$ cat src/rtl/serial_tx_scheduler_pkg.sv
// Shared frame constants, FSM state codes and payload type for the serial DATA frame
// produced by the scheduler and parsed by the lever receiver.
package serial_tx_scheduler_pkg;

  localparam int unsigned BYTE_W    = 8;
  localparam int unsigned WORD_W    = 16;
  localparam int unsigned FRAME_LEN = 9;
  localparam int unsigned IDX_W     = 4;

  localparam logic [BYTE_W-1:0] PRE_D = 8'h44;
  localparam logic [BYTE_W-1:0] PRE_A = 8'h41;
  localparam logic [BYTE_W-1:0] PRE_T = 8'h54;

  typedef enum logic [2:0] {
    ST_IDLE  = 3'd0,
    ST_START = 3'd1,
    ST_WAIT  = 3'd2,
    ST_NEXT  = 3'd3,
    ST_ABORT = 3'd4
  } state_t;

  typedef struct packed {
    logic [BYTE_W-1:0] tag;
    logic [WORD_W-1:0] a;
    logic [WORD_W-1:0] b;
  } payload_t;

  // Byte at position idx of the frame "DATA", tag, a LSB/MSB, b LSB/MSB
  function automatic logic [BYTE_W-1:0] frame_byte(input logic [IDX_W-1:0] idx,
                                                   input payload_t p);
    logic [BYTE_W-1:0] r;
    case (idx)
      4'd0:    r = PRE_D;
      4'd1:    r = PRE_A;
      4'd2:    r = PRE_T;
      4'd3:    r = PRE_A;
      4'd4:    r = p.tag;
      4'd5:    r = p.a[7:0];
      4'd6:    r = p.a[15:8];
      4'd7:    r = p.b[7:0];
      default: r = p.b[15:8];
    endcase
    return r;
  endfunction

endpackage

$ cat src/rtl/serial_tx_scheduler_if.sv
// Requester and UART byte-handshake bundle of the serial TX scheduler.
// master = scheduler side, slave = requesters plus UART side.
interface serial_tx_scheduler_if;
  import serial_tx_scheduler_pkg::*;

  logic [1:0]        req;
  logic [WORD_W-1:0] req0_a;
  logic [WORD_W-1:0] req0_b;
  logic [WORD_W-1:0] req1_a;
  logic [WORD_W-1:0] req1_b;
  logic [1:0]        grant;
  logic              tx_partida;
  logic [BYTE_W-1:0] tx_dados;
  logic              tx_pronto;
  logic              busy;
  logic              err_timeout;

  modport master (
    input  req, req0_a, req0_b, req1_a, req1_b, tx_pronto,
    output grant, tx_partida, tx_dados, busy, err_timeout
  );

  modport slave (
    output req, req0_a, req0_b, req1_a, req1_b, tx_pronto,
    input  grant, tx_partida, tx_dados, busy, err_timeout
  );

endinterface

$ cat src/rtl/hexa7seg.sv
// Hex digit to 7-segment pattern, active-low, bit order {g,f,e,d,c,b,a}.
module hexa7seg (
  input  logic [3:0] hexa,
  output logic [6:0] display
);

  always_comb begin
    display = 7'b1111111;
    case (hexa)
      4'h0: display = 7'b1000000;
      4'h1: display = 7'b1111001;
      4'h2: display = 7'b0100100;
      4'h3: display = 7'b0110000;
      4'h4: display = 7'b0011001;
      4'h5: display = 7'b0010010;
      4'h6: display = 7'b0000010;
      4'h7: display = 7'b1111000;
      4'h8: display = 7'b0000000;
      4'h9: display = 7'b0010000;
      4'hA: display = 7'b0001000;
      4'hB: display = 7'b0000011;
      4'hC: display = 7'b1000110;
      4'hD: display = 7'b0100001;
      4'hE: display = 7'b0000110;
      default: display = 7'b0001110;
    endcase
  end

endmodule

$ cat src/rtl/serial_tx_scheduler_rr_arbiter2.sv
// Two-way round-robin pick: a lone requester wins; on contention ptr selects the winner.
module serial_tx_scheduler_rr_arbiter2 (
  input  logic [1:0] req,
  input  logic       ptr,
  output logic [1:0] win_c
);

  always_comb begin
    win_c = 2'b00;
    case (req)
      2'b01:   win_c = 2'b01;
      2'b10:   win_c = 2'b10;
      2'b11:   win_c = ptr ? 2'b10 : 2'b01;
      default: win_c = 2'b00;
    endcase
  end

endmodule

$ cat src/rtl/serial_tx_scheduler.sv
// Round-robin sharing of one 8N1 UART transmitter between two requesters; each grant
// emits a 9-byte DATA frame with a per-byte watchdog that aborts a stalled frame.
module serial_tx_scheduler
  import serial_tx_scheduler_pkg::*;
#(
  parameter int unsigned       TIMEOUT_CYCLES = 100000,
  parameter logic [BYTE_W-1:0] TAG0           = 8'h30,
  parameter logic [BYTE_W-1:0] TAG1           = 8'h31
) (
  input  logic                  clock,
  input  logic                  reset,
  serial_tx_scheduler_if.master bus,
  output logic [6:0]            db_estado
);

  localparam int unsigned     WD_W    = $clog2(TIMEOUT_CYCLES + 1);
  localparam logic [WD_W-1:0] WD_LAST = WD_W'(TIMEOUT_CYCLES - 1);
  localparam logic [IDX_W-1:0] IDX_LAST = IDX_W'(FRAME_LEN - 1);

  state_t            state_q, state_d;
  logic [IDX_W-1:0]  idx_q, idx_d;
  logic [WD_W-1:0]   wd_q, wd_d;
  logic              ptr_q, ptr_d;
  logic              served_q, served_d;
  payload_t          pay_q, pay_d;
  logic [1:0]        grant_q, grant_d;
  logic              partida_q, partida_d;
  logic [BYTE_W-1:0] dados_q, dados_d;
  logic              busy_q, busy_d;
  logic              err_q, err_d;
  logic [1:0]        win_c;

  serial_tx_scheduler_rr_arbiter2 u_arb (
    .req   (bus.req),
    .ptr   (ptr_q),
    .win_c (win_c)
  );

  always_ff @(posedge clock) begin
    if (reset) begin
      state_q   <= ST_IDLE;
      idx_q     <= '0;
      wd_q      <= '0;
      ptr_q     <= 1'b0;
      served_q  <= 1'b0;
      pay_q     <= '0;
      grant_q   <= 2'b00;
      partida_q <= 1'b0;
      dados_q   <= '0;
      busy_q    <= 1'b0;
      err_q     <= 1'b0;
    end else begin
      state_q   <= state_d;
      idx_q     <= idx_d;
      wd_q      <= wd_d;
      ptr_q     <= ptr_d;
      served_q  <= served_d;
      pay_q     <= pay_d;
      grant_q   <= grant_d;
      partida_q <= partida_d;
      dados_q   <= dados_d;
      busy_q    <= busy_d;
      err_q     <= err_d;
    end
  end

  // Next state plus next value of every registered output; pulses default low
  always_comb begin
    state_d   = state_q;
    idx_d     = idx_q;
    wd_d      = wd_q;
    ptr_d     = ptr_q;
    served_d  = served_q;
    pay_d     = pay_q;
    grant_d   = 2'b00;
    partida_d = 1'b0;
    dados_d   = dados_q;
    busy_d    = busy_q;
    err_d     = 1'b0;
    case (state_q)
      ST_IDLE: begin
        if (win_c != 2'b00) begin
          grant_d  = win_c;
          busy_d   = 1'b1;
          idx_d    = '0;
          served_d = win_c[1];
          pay_d    = win_c[1] ? {TAG1, bus.req1_a, bus.req1_b}
                              : {TAG0, bus.req0_a, bus.req0_b};
          state_d  = ST_START;
        end
      end
      ST_START: begin
        partida_d = 1'b1;
        dados_d   = frame_byte(idx_q, pay_q);
        wd_d      = '0;
        state_d   = ST_WAIT;
      end
      ST_WAIT: begin
        if (bus.tx_pronto) begin
          state_d = ST_NEXT;
        end else if (wd_q == WD_LAST) begin
          err_d   = 1'b1;
          busy_d  = 1'b0;
          ptr_d   = ~served_q;
          state_d = ST_ABORT;
        end else begin
          wd_d = wd_q + 1'b1;
        end
      end
      ST_NEXT: begin
        if (idx_q == IDX_LAST) begin
          busy_d  = 1'b0;
          ptr_d   = ~served_q;
          state_d = ST_IDLE;
        end else begin
          idx_d   = idx_q + 1'b1;
          state_d = ST_START;
        end
      end
      ST_ABORT: state_d = ST_IDLE;
      default:  state_d = ST_IDLE;
    endcase
  end

  assign bus.grant       = grant_q;
  assign bus.tx_partida  = partida_q;
  assign bus.tx_dados    = dados_q;
  assign bus.busy        = busy_q;
  assign bus.err_timeout = err_q;

  hexa7seg u_seg (
    .hexa    ({1'b0, state_q}),
    .display (db_estado)
  );

endmodule

$ cat src/flat_wrapper.sv
// flat-port wrapper written by rule: the top's interface ports become plain ports
module serial_tx_scheduler_flat import serial_tx_scheduler_pkg::*;
#(
  parameter int unsigned       TIMEOUT_CYCLES = 100000,
  parameter logic [BYTE_W-1:0] TAG0           = 8'h30,
  parameter logic [BYTE_W-1:0] TAG1           = 8'h31
)
  (clock, reset, db_estado, bus_req, bus_req0_a, bus_req0_b, bus_req1_a, bus_req1_b, bus_tx_pronto, bus_grant, bus_tx_partida, bus_tx_dados, bus_busy, bus_err_timeout);
  serial_tx_scheduler_if bus_i ();
  input  logic clock;
  input  logic reset;
  output logic [6:0] db_estado;
  input wire logic [$bits(bus_i.req)-1:0] bus_req;
  input wire logic [$bits(bus_i.req0_a)-1:0] bus_req0_a;
  input wire logic [$bits(bus_i.req0_b)-1:0] bus_req0_b;
  input wire logic [$bits(bus_i.req1_a)-1:0] bus_req1_a;
  input wire logic [$bits(bus_i.req1_b)-1:0] bus_req1_b;
  input wire logic [$bits(bus_i.tx_pronto)-1:0] bus_tx_pronto;
  output wire logic [$bits(bus_i.grant)-1:0] bus_grant;
  output wire logic [$bits(bus_i.tx_partida)-1:0] bus_tx_partida;
  output wire logic [$bits(bus_i.tx_dados)-1:0] bus_tx_dados;
  output wire logic [$bits(bus_i.busy)-1:0] bus_busy;
  output wire logic [$bits(bus_i.err_timeout)-1:0] bus_err_timeout;
  assign bus_i.req = bus_req;
  assign bus_i.req0_a = bus_req0_a;
  assign bus_i.req0_b = bus_req0_b;
  assign bus_i.req1_a = bus_req1_a;
  assign bus_i.req1_b = bus_req1_b;
  assign bus_i.tx_pronto = bus_tx_pronto;
  assign bus_grant = bus_i.grant;
  assign bus_tx_partida = bus_i.tx_partida;
  assign bus_tx_dados = bus_i.tx_dados;
  assign bus_busy = bus_i.busy;
  assign bus_err_timeout = bus_i.err_timeout;
  serial_tx_scheduler #(.TIMEOUT_CYCLES(TIMEOUT_CYCLES), .TAG0(TAG0), .TAG1(TAG1)) u_core (.clock(clock), .reset(reset), .bus(bus_i), .db_estado(db_estado));
endmodule
$ cat config.mk
export PLATFORM = sky130hd
export DESIGN_NAME = serial_tx_scheduler_flat
export DESIGN_NICKNAME = d
export VERILOG_FILES = /design/src/rtl/serial_tx_scheduler_pkg.sv /design/src/rtl/serial_tx_scheduler_if.sv /design/src/rtl/hexa7seg.sv /design/src/rtl/serial_tx_scheduler_rr_arbiter2.sv /design/src/rtl/serial_tx_scheduler.sv /design/src/flat_wrapper.sv
export SDC_FILE = /design/constraint.sdc
export NUM_CORES = 1
export LEC_CHECK = 0
export BUFFER_PORTS_ARGS = -buffer_cell sky130_fd_sc_hd__buf_2
export CORE_UTILIZATION = 48
export DETAILED_ROUTE_END_ITERATION = 10
export MAX_ROUTING_LAYER = met4
export PLACE_DENSITY = 0.8
export SETUP_SLACK_MARGIN = 0.3
export SLEW_MARGIN = 20
export SYNTH_ARGS = -nofsm -noshare
export SYNTH_HDL_FRONTEND = slang
export SYNTH_HIERARCHICAL = 1
export SYNTH_SLANG_ARGS = --single-unit
export TNS_END_PERCENT = 5
$ cat constraint.sdc
create_clock -name clock -period 1.6 [get_ports clock]
set_input_delay 0 -clock clock [delete_from_list [all_inputs] [get_ports clock]]
set_output_delay 0 -clock clock [all_outputs]
set_load 0.005 [all_outputs]
==> run metrics <==
critical path peak fanout=4; DRC viols=0; Post-synth EDFFs=0; pre-CTS WS=-275 ps; Die W=89.7 um; fraction of layout cells with a size suffix above 1=40.5%; Filler cells=458; mapped cell area=0.00369 mm^2; failing checks=negative setup slack; number of DRC markers in iteration 0=366; Pwr per Cell Area=876 mW/mm^2; Buffers on Ports=88; status=finished with violations; fin crit share=112%; CTS sink cnt=72; area share of the largest cell type after synthesis=39.0%; IO Count=89; Seq/Total Area, Yosys=39.0%; RSZ-0062 raised after global routing=yes; Inserted Clock Buffers=9; Hold Crit Class=in -> reg; routed vias/inst=6.00; Max Slew Vio Count=0; synthesis-to-finish area growth=46.8%; vias in the first global route=3805; Synth Flop Type=dfxtp_1; Tmin final=1790 ps; Worst Skew=8.63 ps; gp weighted congestion=0.851; core area=0.00733 mm^2; fin worst setup slack=-193 ps; Yosys warning total=6; Async SR Flop Fraction=0%; MaxCap Viol Count=0; DP Wirelength=6540 um; syn avg cell area=8.98 um^2; Post-Synthesis Cells=411; Core Rows=31; Initial Util=50.4%; area leader, netlist=dfxtp_1; final wirelength=12200 um; DRT Pass-1 Iters=5; worst vdd ir=0.439 mV; library cells used by synthesis=58; Die H=89.7 um; nature of the critical path startpoint=flip-flop; Worst-Skew Late Latency=350 ps; Final Hold Violating Endpoints=0; die area=0.00805 mm^2; largest net degree at the start of global routing=36; Clock Pin Slew Worst Setup and Hold Paths=80 ps; main area contributors after synthesis=dfxtp_1, mux2i_1, nor2_1; P_leak=2.22 nW; FMAX=0.558 GHz; Worst Setup End Kind=flip-flop; Critical Path AT=2070 ps; synthesized flop and latch total=72; setup_tns=-4390 ps; gr ovfl total=0; WL/cell=18.5 um; H-tree levels=3; clk buf depth=2; vias=3973; initial antenna violation count=0; critical path class=reg -> reg; post-route antenna net violation count=0; most frequent cell after synthesis=nor2_1; endpoints failing setup=57; NumNets Final=639; Post-synth top cells=nor2_1, dfxtp_1, a211oi_1; final hold slack=2.99 ps; CTS tree=built; n_diodes=0; Root Driver=clkbuf_8; GRT Total Usage=28.5%; CP required=1880 ps; first-pass GRT wire length=18100 um
-- placed cells by master, fill, tap and decap left out, types with 8 or more instances in the layout --
master	Yosys	routed
nand2_1	10	10
dfxtp_1	72	63
buf_4	0	34
a21oi_1	9	8
a211oi_1	39	28
nor3_1	13	13
buf_6	3	11
buf_2	9	88
dlygate4sd3_1	0	22
clkbuf_8	0	9
mux2i_1	37	37
xor2_1	10	10
nor2_1	80	76
a211oi_2	0	11
-- registers in the layout, summed over array words and instances (netlist names) --
signal / count
u_core/bus.busy: 1
u_core/bus.err_timeout: 1
u_core/bus.grant: 2
u_core/bus.tx_dados: 8
u_core/bus.tx_partida: 1
u_core/idx_q: 4
u_core/pay_q: 34
u_core/ptr_q: 1
u_core/state_q: 3
u_core/wd_q: 17
-- layer usage --
metal / wire length (um) / GRT usage [%]
met4: 565 / 13.7
met3: 955 / 5.92
met5: 0 / -
met1: 4720 / 31.6
met2: 5990 / 49.0
-- path summary, 6_finish.rpt --
path              slack [ps]  cells past startpoint              start                to
hold reg to reg          490                      2    u_core/pay_q[2]   u_core/pay_q[2]
setup reg to reg        -190                      6  u_core/state_q[0]    u_core/wd_q[7]
setup / recovery        -190                      6  u_core/state_q[0]    u_core/wd_q[7]
hold / removal             3                      3      bus_req1_a[4]  u_core/pay_q[20]
-- repair_timing --
action / 4_1_cts / 5_1_grt
pin swaps: 46 / 15
hold buffers: 21 / 1
gates cloned: 1 / 2
endpoints found under the hold margin: 13 / 1
setup buffers: 9 / 4
endpoints found under the setup margin: 78 / 79
resized for setup: 55 / 28
-- cell type report --
| cell class | instances | area (um^2) | share of cell area, % |
|---|---|---|---|
| repair buffers | 161 | 1160 | 21.4 |
| multi-input cells | 303 | 2440 | 44.9 |
| inverters | 11 | 46.3 | 0.854 |
| flip-flops and latches | 72 | 1460 | 26.9 |
| clock inverters | 6 | 67.6 | 1.25 |
| well taps | 99 | 124 | 2.28 |
| clock buffers | 10 | 128 | 2.35 |
-- kinds of logic after synthesis --
group	synth area share [%]
AOI/OAI and AO/OA	17.2
xor gates and xnor gates	3.32
adders and majority gates	4.07
buffers and inverters	4.88
DFF	39.0
muxes	11.4
other	0.102
and+or+nand+nor	20.0
-- per-stage QoR --
step | utilization, % | power (mW) | instances | instance area [um^2]
6_report | 74.0 | 4.75 | 662 | 5420
5_1_grt | 74.0 | 4.95 | 662 | 5420
4_1_cts | 71.2 | 4.55 | 655 | 5220
3_5_place_dp | 61.4 | 3.01 | 608 | 4500
3_3_place_gp | 61.4 | 2.97 | 608 | 4500
2_1_floorplan | - | 2.69 | 413 | 3810
-- worst max-delay path, cell delays in order (launching register included) --
cell and delay, ps:
dfxtp_4 360, buf_8 130, nor4b_4 370, and2_2 250, o211ai_4 90, or3_1 350, a21oi_1 180
-- power breakdown --
part           internal [mW]  total (mW)  switching, mW
Sequential              1.96        2.09          0.127
Clock                  0.729        1.43          0.703
Combinational          0.596        1.23          0.632
Total                   3.29        4.75           1.46
No activity file was read; power rests on OpenSTA's default activity.
